File: config.mk
export PLATFORM = sky130hd
export DESIGN_NAME = tinyalu_cmd_sequencer_flat
export DESIGN_NICKNAME = d
export VERILOG_FILES = /design/src/rtl/tinyalu_cmd_sequencer_if.sv /design/src/rtl/tinyalu_cmd_sequencer.sv /design/src/flat_wrapper.sv
export SDC_FILE = /design/constraint.sdc
export NUM_CORES = 1
export LEC_CHECK = 0
export CORE_ASPECT_RATIO = 0.9
export CORE_MARGIN = 5
export CORE_UTILIZATION = 57
export CTS_CLUSTER_DIAMETER = 80
export DETAILED_ROUTE_END_ITERATION = 10
export PLACE_DENSITY = 0.86
export REMOVE_ABC_BUFFERS = 1
export SYNTH_ARGS = -nofsm -noshare
export SYNTH_HDL_FRONTEND = slang
export SYNTH_SLANG_ARGS = --single-unit
File: constraint.sdc
create_clock -name clk -period 7.6 [get_ports clk]
set_input_delay 1.52 -clock clk [delete_from_list [all_inputs] [get_ports clk]]
set_output_delay 1.52 -clock clk [all_outputs]
set_load 0.05 [all_outputs]
File: src/rtl/tinyalu_cmd_sequencer_if.sv
// tinyalu_cmd_sequencer_if: command, ALU and response signals of the tiny ALU command sequencer
interface tinyalu_cmd_sequencer_if #(
    parameter int DEPTH = 4,
    parameter int TAG_W = 4
);
    localparam int CW = $clog2(DEPTH) + 1;
    logic             cmd_valid;
    logic             cmd_ready;
    logic [7:0]       cmd_a;
    logic [7:0]       cmd_b;
    logic [2:0]       cmd_op;
    logic [TAG_W-1:0] cmd_tag;
    logic [7:0]       alu_a;
    logic [7:0]       alu_b;
    logic [2:0]       alu_op;
    logic             alu_start;
    logic             alu_done;
    logic [15:0]      alu_result;
    logic             rsp_valid;
    logic             rsp_ready;
    logic [15:0]      rsp_result;
    logic             rsp_err;
    logic [TAG_W-1:0] rsp_tag;
    logic [CW-1:0]    cmd_count;
    logic             busy;
    modport slave (
        input  cmd_valid, cmd_a, cmd_b, cmd_op, cmd_tag, alu_done, alu_result, rsp_ready,
        output cmd_ready, alu_a, alu_b, alu_op, alu_start, rsp_valid, rsp_result, rsp_err,
               rsp_tag, cmd_count, busy
    );
    modport master (
        output cmd_valid, cmd_a, cmd_b, cmd_op, cmd_tag, alu_done, alu_result, rsp_ready,
        input  cmd_ready, alu_a, alu_b, alu_op, alu_start, rsp_valid, rsp_result, rsp_err,
               rsp_tag, cmd_count, busy
    );
endinterface

File: src/rtl/tinyalu_cmd_sequencer.sv
// tinyalu_cmd_sequencer: FIFO-buffered command issue to the tiny ALU with fixed-latency capture
module tinyalu_cmd_sequencer #(
    parameter int DEPTH = 4,
    parameter int TAG_W = 4
) (
    input logic clk,
    input logic reset_n,
    tinyalu_cmd_sequencer_if.slave bus
);
    localparam int AW = $clog2(DEPTH);
    typedef enum logic [2:0] {IDLE, ISSUE, WAIT, DRAIN, RESP} state_t;
    typedef struct packed {
        logic [7:0]       a;
        logic [7:0]       b;
        logic [2:0]       op;
        logic [TAG_W-1:0] tag;
    } cmd_t;

    cmd_t          r_mem [DEPTH];
    cmd_t          r_cmd;
    cmd_t          w_head;
    logic [AW-1:0] r_wp, r_rp;
    logic [AW:0]   r_cnt;
    state_t        r_state, w_next;
    logic [1:0]    r_lat;
    logic [1:0]    w_lat_exp;
    logic [15:0]   r_res;
    logic          r_err;
    logic          w_push, w_pop, w_cap, w_act;

    assign w_head    = r_mem[r_rp];
    assign w_push    = bus.cmd_valid && bus.cmd_ready;
    assign w_pop     = r_state == IDLE && r_cnt != '0;
    assign w_lat_exp = r_cmd.op == 3'd4 ? 2'd3 : 2'd1;
    assign w_cap     = r_state == WAIT && r_lat == w_lat_exp;
    assign w_act     = r_state == ISSUE || r_state == WAIT || r_state == DRAIN;

    assign bus.cmd_ready  = r_cnt != (AW+1)'(DEPTH);
    assign bus.cmd_count  = r_cnt;
    assign bus.busy       = r_state != IDLE || r_cnt != '0;
    assign bus.alu_start  = r_state == ISSUE;
    assign bus.alu_a      = w_act ? r_cmd.a : 8'd0;
    assign bus.alu_b      = w_act ? r_cmd.b : 8'd0;
    assign bus.alu_op     = w_act ? r_cmd.op : 3'd0;
    assign bus.rsp_valid  = r_state == RESP;
    assign bus.rsp_result = r_res;
    assign bus.rsp_err    = r_err;
    assign bus.rsp_tag    = r_cmd.tag;

    always_comb begin
        w_next = r_state;
        case (r_state)
            IDLE:    w_next = !w_pop ? IDLE : (w_head.op inside {[3'd1:3'd4]}) ? ISSUE : RESP;
            ISSUE:   w_next = WAIT;
            WAIT:    w_next = !w_cap ? WAIT : r_lat == 2'd3 ? RESP : DRAIN;
            DRAIN:   w_next = r_lat == 2'd3 ? RESP : DRAIN;
            RESP:    w_next = bus.rsp_ready ? IDLE : RESP;
            default: w_next = IDLE;
        endcase
    end

    // storage needs no reset: occupancy is tracked by the pointers and count
    always_ff @(posedge clk) begin
        if (w_push) r_mem[r_wp] <= '{bus.cmd_a, bus.cmd_b, bus.cmd_op, bus.cmd_tag};
    end

    always_ff @(posedge clk or negedge reset_n) begin
        if (!reset_n) begin
            r_state <= IDLE;
            r_wp    <= '0;
            r_rp    <= '0;
            r_cnt   <= '0;
            r_cmd   <= '0;
            r_lat   <= '0;
            r_res   <= '0;
            r_err   <= 1'b0;
        end else begin
            r_state <= w_next;
            r_cnt   <= r_cnt + (AW+1)'(w_push) - (AW+1)'(w_pop);
            if (w_push) r_wp <= r_wp + 1'b1;
            if (w_pop) begin
                r_rp  <= r_rp + 1'b1;
                r_cmd <= w_head;
                r_res <= '0;
                r_err <= w_head.op > 3'd4;
            end
            // r_lat counts cycles since the start pulse; DRAIN runs it out to 3
            if (r_state == ISSUE) r_lat <= 2'd1;
            else if (r_state == WAIT || r_state == DRAIN) r_lat <= r_lat + 2'd1;
            if (w_cap) begin
                r_res <= bus.alu_result;
                r_err <= !bus.alu_done;
            end
        end
    end
endmodule

File: src/flat_wrapper.sv
// flat-port wrapper written by rule: the top's interface ports become plain ports
module tinyalu_cmd_sequencer_flat 
#(
    parameter int DEPTH = 4,
    parameter int TAG_W = 4
)
  (clk, reset_n, bus_cmd_valid, bus_cmd_a, bus_cmd_b, bus_cmd_op, bus_cmd_tag, bus_alu_done, bus_alu_result, bus_rsp_ready, bus_cmd_ready, bus_alu_a, bus_alu_b, bus_alu_op, bus_alu_start, bus_rsp_valid, bus_rsp_result, bus_rsp_err, bus_rsp_tag, bus_cmd_count, bus_busy);
  tinyalu_cmd_sequencer_if #(.DEPTH(DEPTH), .TAG_W(TAG_W)) bus_i ();
  input logic clk;
  input logic reset_n;
  input wire logic [$bits(bus_i.cmd_valid)-1:0] bus_cmd_valid;
  input wire logic [$bits(bus_i.cmd_a)-1:0] bus_cmd_a;
  input wire logic [$bits(bus_i.cmd_b)-1:0] bus_cmd_b;
  input wire logic [$bits(bus_i.cmd_op)-1:0] bus_cmd_op;
  input wire logic [$bits(bus_i.cmd_tag)-1:0] bus_cmd_tag;
  input wire logic [$bits(bus_i.alu_done)-1:0] bus_alu_done;
  input wire logic [$bits(bus_i.alu_result)-1:0] bus_alu_result;
  input wire logic [$bits(bus_i.rsp_ready)-1:0] bus_rsp_ready;
  output wire logic [$bits(bus_i.cmd_ready)-1:0] bus_cmd_ready;
  output wire logic [$bits(bus_i.alu_a)-1:0] bus_alu_a;
  output wire logic [$bits(bus_i.alu_b)-1:0] bus_alu_b;
  output wire logic [$bits(bus_i.alu_op)-1:0] bus_alu_op;
  output wire logic [$bits(bus_i.alu_start)-1:0] bus_alu_start;
  output wire logic [$bits(bus_i.rsp_valid)-1:0] bus_rsp_valid;
  output wire logic [$bits(bus_i.rsp_result)-1:0] bus_rsp_result;
  output wire logic [$bits(bus_i.rsp_err)-1:0] bus_rsp_err;
  output wire logic [$bits(bus_i.rsp_tag)-1:0] bus_rsp_tag;
  output wire logic [$bits(bus_i.cmd_count)-1:0] bus_cmd_count;
  output wire logic [$bits(bus_i.busy)-1:0] bus_busy;
  assign bus_i.cmd_valid = bus_cmd_valid;
  assign bus_i.cmd_a = bus_cmd_a;
  assign bus_i.cmd_b = bus_cmd_b;
  assign bus_i.cmd_op = bus_cmd_op;
  assign bus_i.cmd_tag = bus_cmd_tag;
  assign bus_i.alu_done = bus_alu_done;
  assign bus_i.alu_result = bus_alu_result;
  assign bus_i.rsp_ready = bus_rsp_ready;
  assign bus_cmd_ready = bus_i.cmd_ready;
  assign bus_alu_a = bus_i.alu_a;
  assign bus_alu_b = bus_i.alu_b;
  assign bus_alu_op = bus_i.alu_op;
  assign bus_alu_start = bus_i.alu_start;
  assign bus_rsp_valid = bus_i.rsp_valid;
  assign bus_rsp_result = bus_i.rsp_result;
  assign bus_rsp_err = bus_i.rsp_err;
  assign bus_rsp_tag = bus_i.rsp_tag;
  assign bus_cmd_count = bus_i.cmd_count;
  assign bus_busy = bus_i.busy;
  tinyalu_cmd_sequencer #(.DEPTH(DEPTH), .TAG_W(TAG_W)) u_core (.clk(clk), .reset_n(reset_n), .bus(bus_i));
endmodule
## Word-level counts from Yosys, hierarchy flattened

Memory sizes are Yosys's and may differ from the RTL's.
Cells that the tools add are included.

- Flip-flop bits (word level): 52
- Bits in writable memories: 92
- Bits of input ports: 44
- Output and inout port bits: 47
- Logic and storage cells: 60
- Memories kept: 1

Memories:

| name | depth | width | rd ports | clocked after memory_dff | write ports | line | source |
|---|---|---|---|---|---|---|---|
| u_core.r_mem | 4 | 23 | 1 | 0 | 1 | tinyalu_cmd_sequencer.sv:19 | `cmd_t r_mem [DEPTH];` |

- Add/subtract/negate cells: 5
- Magnitude comparators: 3
- Equal/unequal tests: 8
- Multiplexer cells: 18
- Reductions and logical operators: 14

Operators by type and width:

| cell | count |
|---|---|
| 2-to-1 mux 16 bit | 2 |
| 2-to-1 mux 3 bit | 6 |
| 2-to-1 mux 8 bit | 2 |
| case mux 3 bit (5 select lines) | 1 |
| adder 2 x 1 -> 2 bit, second input constant | 3 |
| == test 3 x 2 -> 1 bit, second input constant | 2 |
| == test 3 bit, second input constant | 2 |
| 2-to-1 mux 2 bit | 3 |
| nonzero test 3 bit | 2 |
| logical AND 1 bit | 4 |
| logical OR 1 bit | 4 |
| 2-to-1 mux 1 bit | 4 |
| nonzero test 2 bit | 2 |
| adder 3 x 1 -> 3 bit | 1 |
| == test 3 x 1 -> 1 bit, second input constant | 1 |
| greater-or-equal comparator 3 x 1 -> 1 bit, second input constant | 1 |
| > comparator 3 bit, second input constant | 1 |
| less-or-equal comparator 3 bit, second input constant | 1 |
| logical NOT 3 bit | 1 |
| inequality test 3 bit, second input constant | 1 |
| subtractor 3 x 1 -> 3 bit | 1 |
| == test 2 bit | 1 |
| == test 2 bit, second input constant | 1 |
| logical NOT 1 bit | 1 |

## Depth between registers and ports, before layout

Gate-level depths: netlist (run 1).

- Word-level depth: 6
- Gate-level depth with buffers: 10

## Worst setup path before layout (run 1)

No wires, ideal clock.

- Kind: reg2out
- Start: register u_core.r_state[0]
- End: output bus_alu_start
- Data arrival time: 1.581 ns
- Setup slack: 4.499 ns
- Cell stages (with the launch flop): 2
- Cells stage by stage: dfrtp_1 nor3b_1

- Longest elaborated chain between the ends: 1

RTL lines:

| what | line | source |
|---|---|---|
| from (decl) | tinyalu_cmd_sequencer.sv:24 | `state_t r_state, w_next;` |
| from (signal assigned) | tinyalu_cmd_sequencer.sv:78 | `r_state <= w_next;` |
| == test 3 x 1 -> 1 bit | tinyalu_cmd_sequencer.sv:41 | `assign bus.alu_start = r_state == ISSUE;` |
| to (decl) | flat_wrapper.sv:23 | `output wire logic [$bits(bus_i.alu_start)-1:0] bus_alu_start;` |

No other way between the ends.

## Worst setup path in the final report (run 1)

- Start: register u_core.r_state[0]
- End: output bus_alu_a[4]

- Longest elaborated chain between the ends: 4
- Elaborated cells on any way between the ends: 6

RTL lines:

| what | line | source |
|---|---|---|
| == test 3 x 1 -> 1 bit or == test 3 x 2 -> 1 bit (tied branches) | tinyalu_cmd_sequencer.sv:36 | `assign w_act = r_state == ISSUE \|\| r_state == WAIT \|\| r_state == DRAIN;` |
| logical OR 1 bit | tinyalu_cmd_sequencer.sv:36 |  |
| logical OR 1 bit (*) | tinyalu_cmd_sequencer.sv:36 |  |
| 2-to-1 mux 8 bit (*) | tinyalu_cmd_sequencer.sv:42 | `assign bus.alu_a = w_act ? r_cmd.a : 8'd0;` |
| to (decl) | flat_wrapper.sv:20 | `output wire logic [$bits(bus_i.alu_a)-1:0] bus_alu_a;` |

Mark *: on every way between the ends. The rest lies on a longest branch, timed or not.

==> impl_results.md, run 1 <==
* Final Setup Violations at 0
* Num CTS Buffers at 17
* Post-route ant nets at 0
* Hold buffer count at CTS at 0
* Clock latency on the worst-skew pair at 0.41 ns
* First-pass GRT wire length at 18.8 mm
* WP data required at 6.08 ns
* Mapped Cells at 383
* Origin of the critical flop-to-flop path: u_core.bus.cmd_count[2]$_DFF_PN0_
* Io pins at 91
* Row count at 34
* Most frequent cells in the layout: edfxtp_1 (92), nand2_1 (90), clkdlybuf4s50_1 (89)
* Die area at 12300 um^2
* Port Buffer Count at 90
* Number of max-cap violations at 0
* Total power at 3.41 mW
* Worst slew pin tran at 1.15 ns
* Final Hold Viols at 0
* Register Area at 4070 um^2
* Fillers at 583
* Final setup TNS at 0 ns
* Syn Area/Cell at 15.1 um^2
* Minimum clock period at 4.11 ns
* DRC viols at 0
* TritonCTS Sinks at 144
* RSZ-0062 raised after global routing: no
* Met2 WL at 6.09 mm
* Fin cells at 617
* Mapped Area at 5790 um^2
* Number of diodes at 0
* Largest net degree at the start of global routing at 53
* Final clock skew at 0.00971 ns
* CTS H-tree lvls at 4
* CP Launch Type: flop
* Hold WC Path Type: reg2reg
* Metal-1 WL at 4.72 mm
* Data arrival, critical path at 2.59 ns
* Min-delay src: u_core.bus.rsp_tag[2]$_DFFE_PN0P_
* Total number of vias at 3395
* CP Launch Point: u_core.r_state[0]$_DFF_PN0_
* Seq/Total Area, Yosys at 70.2%
* Height of the die at 106 um
* Library cells used by synthesis at 38
* Final core occ at 75.3%
* CTS tree: yes
* Most common cell after layout, fill and taps aside: edfxtp_1
* CP max FO at 14
* Drt wl/cell at 19.3 um
* Final Cycle Share at 54.0%
* Setup crit end kind: output pin
* Root Driver: clkbuf_16
* Post-DR vias/cell at 5.50
* Power Density at 463 nW/um^2
* Proportion of layout cells with a drive suffix above 1 at 13.4%
* Leak at 3.02 nW
* Met3 routed wirelength at 858 um
* Setup repair bufs after CTS at 0
* DR top layer: met4
* Area grow syn2layout at 27.2%
* Core ar. at 9780 um^2
* Die X at 116 um
* Cts repair resizes at 0
* Post-DP HPWL at 7.01 mm
* Final Wtd Congestion at 0.817
* Yosys warning count at 0
* Placed Cells at 585
* Iteration-0 DRC count of the detailed router at 247
* Starting Density at 59.2%
* DR pass1 iterations at 5
* Nets@finish at 530
* Total track usage at 20.7%
* Max Fclk at 244 MHz
* Peak supply drop at 0.316 mV
* Gr ovfl total at 0
* Clock-pin slew on the worst setup and hold paths at 0.07 ns
* Area of the multi-input gates at 1520 um^2
* Initial antenna violation count at 0
* Total routed wirelength at 11.9 mm
* Vias in the first global route at 3692
* Critical path type: reg2out
* PnR worst setup slack at 3.49 ns
* Status: complete, no violations
* Slew headroom at 23.3%
* #FFs+latches synth at 144
* Max clock buf depth at 2
* Fin. max-slew vios at 0
* Post-Place Setup Slack at 3.52 ns
state kept, by name, indices dropped and copies added (netlist names):
| register | count |
|---|---|
| u_core.bus.cmd_count | 3 |
| u_core.bus.rsp_err | 1 |
| u_core.bus.rsp_result | 16 |
| u_core.bus.rsp_tag | 4 |
| u_core.r_cmd | 19 |
| u_core.r_lat | 2 |
| u_core.r_mem | 92 |
| u_core.r_rp | 2 |
| u_core.r_state | 3 |
| u_core.r_wp | 2 |
final timing paths:
path | slack (ns) | to | cells after the start
max in group asynchronous | 5.86 | u_core.r_rp[0]$_DFFE_PN0P_ | 2
hold reg to reg | 0.48 | u_core.bus.rsp_tag[2]$_DFFE_PN0P_ | 2
hold / removal | 0.48 | u_core.bus.rsp_tag[2]$_DFFE_PN0P_ | 2
min in group asynchronous | 1.23 | u_core.r_lat[1]$_DFFE_PN0P_ | 2
setup / recovery | 3.49 | bus_alu_a[4] | 5
setup reg to reg | 3.49 | u_core.bus.cmd_count[2]$_DFF_PN0_ | 9
cells in the mapped netlist:
master     instances  area share [%]
o2bb2ai_1          1            0.15
a221o_1            1            0.17
and2_1            20             2.2
a21oi_1            1           0.086
mux2i_1           16             2.8
nor2b_1            1            0.11
xnor2_1            5            0.76
and2_0             2            0.22
o221ai_1           1            0.15
clkbuf_1           7            0.45
nand4bb_1          1            0.19
nor3b_1            2            0.26
or3_1              1            0.11
nand2_1           91             5.9
a22o_1             1            0.15
buf_4              5            0.65
o21ai_0            1           0.086
edfxtp_1          92              48
buf_6              2            0.39
and3b_1            1            0.15
nor2_4             1            0.19
buf_2              6            0.52
fa_1               1            0.35
nand2b_1           1            0.11
mux4_2            23             8.9
nand3_1            1           0.086
and2b_1            1            0.13
xor2_1             2            0.30
nor3_1             1           0.086
inv_1             23             1.5
mux2_2             1            0.19
and3_1             4            0.43
nand3b_1           1            0.13
o21a_1             1            0.13
dfrtp_1           52              22
clkinv_1           1           0.065
ha_1               7             1.5
nor2_1             4            0.26
final cells by class:
type,instances,area share (%)
Sequential cell,144,55.2
Multi-Input combinational cell,195,20.7
Timing Repair Buffer,96,12.8
Clock buffer,17,5.77
Clock inverter,15,2.22
Tap cell,126,2.14
Inverter,24,1.22
metal layers:
| metal | vias to the layer above | global-route usage, % |
|---|---|---|
| met4 | 0 | 8.53 |
| met3 | 20 | 5.67 |
| li1 | 1533 | - |
| met2 | 139 | 34.4 |
| met5 | - | 0 |
| met1 | 1703 | 25.8 |
worst max-delay path: stages, from the launching register on:
cell and delay [ns]:
dfrtp_1 0.46, nor2_1 0.09, nor2_1 0.35, buf_4 0.30, and2_1 0.16, clkdlybuf4s50_1 0.80
stage by stage:
step	instance area, um^2	hold slack (ns)
after global routing	7370	0.494
after floorplan	5680	0.437
after detailed placement	6780	0.467
after global placement	6780	0.450
after CTS	7370	0.486
final	7370	0.482
logic make-up (layout without fill, tap and decap cells):
group | Yosys count | count (layout) | share of synthesized area (%)
and+or+nand+nor | 133 | 133 | 10.5
DFF | 144 | 144 | 70.2
AOI/OAI and AO/OA | 7 | 7 | 0.929
buffers and inverters | 44 | 152 | 3.56
xor gates and xnor gates | 7 | 7 | 1.06
adders and majority gates | 8 | 8 | 1.86
muxes | 40 | 40 | 11.9
where the power goes:
group	switching [mW]	internal, mW	total, mW
clock network	0.350	0.468	0.819
logic	0.831	0.522	1.35
registers	0.170	1.07	1.24
No activity file was read; power rests on OpenSTA's default activity.
==> run 2: changes to the inputs <==
Settings changed: CORE_UTILIZATION 57 to 48, PLACE_DENSITY 0.86 to 0.77.
Clock period 7.6 ns to 3.5 ns, I/O delays scaled along.
==> impl_results.md, run 2 (synthesis gave the netlist of run 1 again) <==
* Critical path, cell by cell: or3_1, nand2b_1, clkdlybuf4s50_1
* Post-Place Setup Slack at 1.08 ns
* Max clock buf depth at 2
* Post-route ant nets at 0
* Starting Density at 48.5%
* Initial antenna violation count at 0
* Height of the die at 114 um
* DR pass1 iterations at 4
* Total track usage at 16.7%
* Gr ovfl total at 0
* CP max stage cell: clkdlybuf4s50_1
* WP data required at 2.80 ns
* Most common cell after layout, fill and taps aside: edfxtp_1
* Root Driver: clkbuf_16
* Proportion of layout cells with a drive suffix above 1 at 17.2%
* Clock latency on the worst-skew pair at 0.41 ns
* Critical path type: reg2out
* Die area at 14400 um^2
* Clock-pin slew on the worst setup and hold paths at 0.06 ns
* Area grow syn2layout at 28.3%
* Worst slew pin tran at 1.03 ns
* Total power at 7.48 mW
* Cts repair resizes at 0
* Power Density at 1010 nW/um^2
* Worst Path Buf+Inv at 1
* CTS H-tree lvls at 4
* PnR worst setup slack at 0.714 ns
* Minimum clock period at 2.79 ns
* Final Cell Area at 7430 um^2
* Total number of vias at 3336
* Vias in the first global route at 3491
* Core ar. at 11900 um^2
* Status: complete, no violations
* Row count at 38
* Final Hold Viols at 0
* Fin. max-slew vios at 0
* Slew headroom at 31.1%
* Hold buffer count at CTS at 0
* Num CTS Buffers at 17
* Max reg flops at 92
* Fin cells at 655
* Port Buffer Count at 90
* CTS tree: yes
* Leak at 3.08 nW
* Iteration-0 DRC count of the detailed router at 157
* Number of diodes at 0
* CP delay by family, top: buffers and inverters
* Final Cycle Share at 79.6%
* Fin Hold WS at 0.454 ns
* First-pass GRT wire length at 18.5 mm
* Final clock skew at 0.00617 ns
* Io pins at 91
* Max Fclk at 359 MHz
* Final Setup Violations at 0
* TritonCTS Sinks at 144
* Die X at 126 um
* RSZ-0062 raised after global routing: no
* Placed Cells at 623
* DP Area at 6800 um^2
* Post-DR vias/cell at 5.09
* Total routed wirelength at 11.4 mm
* DRC viols at 0
* CP Launch Type: flop
* Setup crit end kind: output pin
* CP max FO at 4
* Crit-path max cell delay at 0.71 ns
* Nets@finish at 534
* Number of max-cap violations at 0
* Largest net degree at the start of global routing at 44
* Peak supply drop at 0.875 mV
* Drt wl/cell at 17.4 um
* Post-DP HPWL at 7.17 mm
* Final Wtd Congestion at 0.740
* Most flops, register: u_core.r_mem
* Hold WC Path Type: in2async
* Setup repair bufs after CTS at 0
* Data arrival, critical path at 2.09 ns
* Most frequent cells in the layout: edfxtp_1 (92), nand2_1 (90), clkdlybuf4s50_1 (70)
run 2: changes by cell type in the layout (fill, tap and decap cells not counted), sizes merged:
cell           delta
clkbuf            +3
clkdlybuf4s50    -19
inv              -11
clkinv            +4
buf              +23
bufinv            +4
run 2: cell type report:
cell class | instances | area, um^2
well taps | 160 | 200
inverters | 24 | 90.1
clock buffers | 20 | 437
flip-flops and latches | 144 | 4070
clock inverters | 12 | 190
multi-input cells | 195 | 1520
repair buffers | 100 | 923
fillers | 885 | 4500
run 2: path summary, 6_finish.rpt:
kind,start,to,slack (ns),cells past startpoint
max,u_core.bus.cmd_count[2]$_DFF_PN0_,bus_busy,0.71,3
min,reset_n,u_core.bus.rsp_result[3]$_DFFE_PN0P_,0.45,1
max reg2reg,u_core.bus.cmd_count[2]$_DFF_PN0_,u_core.bus.cmd_count[2]$_DFF_PN0_,1.26,9
min reg2reg,u_core.r_cmd[10]$_DFFE_PN0P_,u_core.r_cmd[10]$_DFFE_PN0P_,0.46,2
max in group asynchronous,reset_n,u_core.r_cmd[9]$_DFFE_PN0P_,2.28,2
min in group clk,u_core.r_cmd[10]$_DFFE_PN0P_,u_core.r_cmd[10]$_DFFE_PN0P_,0.46,2
run 2: power by group:
group	leakage, nW	internal (mW)	switching, mW
combinational	1.29	1.11	1.88
sequential	1.49	2.33	0.251
clock	0.305	1.26	0.650
total	3.08	4.70	2.78
run 2: through the flow:
step	util (%)	setup TNS, ns
finish	62.3	0
global route	62.3	0
CTS	62.3	0
detailed placement	57.0	0
global placement	57.0	0
floorplan	-	-0.587
run 2: metal layers:
layer	up-vias	GRT usage, %	routed length [um]
li1	1539	-	-
met1	1671	21.7	4920
met2	117	27.7	5540
met3	9	5.88	863
met4	0	3.65	57
met5	-	0	0
==> run 3: changes to the inputs <==
Clock period 3.5 ns to 2.4 ns, I/O delays scaled along.
==> impl_results.md, run 3 (synthesis gave the netlist of run 1 again) <==
* Height of the die at 114 um
* Nets@finish at 535
* Fin cells at 656
* WP data required at 2.69 ns
* Starting Density at 48.5%
* Gr ovfl total at 0
* Core ar. at 11900 um^2
* Power Density at 1460 nW/um^2
* Post-Place Setup Slack at 0.145 ns
* Total number of vias at 3275
* Number of diodes at 0
* Final clock skew at 0.00634 ns
* Die area at 14400 um^2
* Hold buffer count at CTS at 0
* Largest net degree at the start of global routing at 43
* Final core occ at 64.1%
* Final setup TNS at 0 ns
* Peak supply drop at 0.841 mV
* Placed Cells at 624
* CTS H-tree lvls at 4
* Root Driver: clkbuf_16
* Most common cell after layout, fill and taps aside: edfxtp_1
* Status: complete, no violations
* Number of max-cap violations at 0
* Max Fclk at 443 MHz
* Post-DP HPWL at 7.05 mm
* Final Setup Violations at 0
* Total power at 11.2 mW
* Num CTS Buffers at 17
* Post-route ant nets at 0
* DP Area at 7060 um^2
* Iteration-0 DRC count of the detailed router at 170
* First-pass GRT wire length at 18.2 mm
* Fillers at 858
* Hold WC Path Type: in2async
* Post-DR vias/cell at 4.99
* Minimum clock period at 2.26 ns
* Area grow syn2layout at 32.1%
* Fin. max-slew vios at 0
* Proportion of layout cells with a drive suffix above 1 at 18.3%
* CTS tree: yes
* Final Hold Viols at 0
* Clock latency on the worst-skew pair at 0.41 ns
* Data arrival, critical path at 2.55 ns
* DR pass1 iterations at 4
* Port Buffer Count at 90
* Critical path type: reg2reg
* Vias in the first global route at 3546
* PnR worst setup slack at 0.143 ns
* Setup crit end kind: flop
* Max reg flops at 92
* Io pins at 91
* Slew headroom at 58.6%
* CP max FO at 4
* Clock-pin slew on the worst setup and hold paths at 0.06 ns
* Total track usage at 16.7%
* Max clock buf depth at 2
* Worst slew pin tran at 0.621 ns
* Drt wl/cell at 17.3 um
* Initial antenna violation count at 0
* Total routed wirelength at 11.3 mm
* Most frequent cells in the layout: edfxtp_1 (92), nand2_1 (90), clkdlybuf4s50_1 (66)
* RSZ-0062 raised after global routing: no
* Die X at 126 um
* Setup repair bufs after CTS at 0
* Final Cell Area at 7650 um^2
* Fin Hold WS at 0.0757 ns
* Row count at 38
* Final Wtd Congestion at 0.751
* CP Launch Type: flop
* Leak at 3.15 nW
* Most flops, register: u_core.r_mem
* DRC viols at 0
* TritonCTS Sinks at 144
* Final Cycle Share at 94.1%
[run 3: what timing repair did]
action / in CTS / in global routing
resized for setup: 1 / 1
gates cloned: 0 / 0
setup endpoints to repair: 1 / 1
[run 3: final cells by class]
cell class | count | area, um^2 | share of cell area [%]
flip-flops and latches | 144 | 4070 | 53.1
well taps | 160 | 200 | 2.62
clock inverters | 14 | 166 | 2.17
multi-input cells | 195 | 1520 | 19.9
inverters | 24 | 90.1 | 1.18
repair buffers | 101 | 1180 | 15.4
clock buffers | 18 | 429 | 5.61
[run 3: layer usage]
layer  track usage, %  vias to the layer above  wire, um
met4             5.00                        0        96
li1                 -                     1544         -
met3             6.30                       10       796
met1             21.3                     1614      5000
met5                0                        -         0
met2             27.2                      107      5450
[run 3: worst max-delay path: stages (launching register included)]
cell and delay (ns):
dfrtp_1 0.41, or3_1 0.41, nand2_2 0.08, clkinv_1 0.08
ha_1 0.27, inv_1 0.04, ha_1 0.18, fa_1 0.38
xor2_1 0.17, xnor2_1 0.13
[run 3: power by group]
part | internal (mW) | total (mW) | switching, mW
Clock | 1.63 | 2.61 | 0.981
Combinational | 2.02 | 4.85 | 2.83
Sequential | 3.40 | 3.75 | 0.346
Total | 7.05 | 11.2 | 4.16
[run 3: path summary, 6_finish.rpt]
check / cells past startpoint / slack, ns / endpoint / start
max: 9 / 0.14 / u_core.bus.cmd_count[2]$_DFF_PN0_ / u_core.bus.cmd_count[2]$_DFF_PN0_
min: 1 / 0.08 / u_core.bus.rsp_result[14]$_DFFE_PN0P_ / reset_n
max reg2reg: 9 / 0.14 / u_core.bus.cmd_count[2]$_DFF_PN0_ / u_core.bus.cmd_count[2]$_DFF_PN0_
min reg2reg: 2 / 0.47 / u_core.bus.rsp_tag[3]$_DFFE_PN0P_ / u_core.bus.rsp_tag[3]$_DFFE_PN0P_
max in group asynchronous: 2 / 1.72 / u_core.r_rp[0]$_DFFE_PN0P_ / reset_n
min in group clk: 2 / 0.47 / u_core.bus.rsp_tag[3]$_DFFE_PN0P_ / u_core.bus.rsp_tag[3]$_DFFE_PN0P_
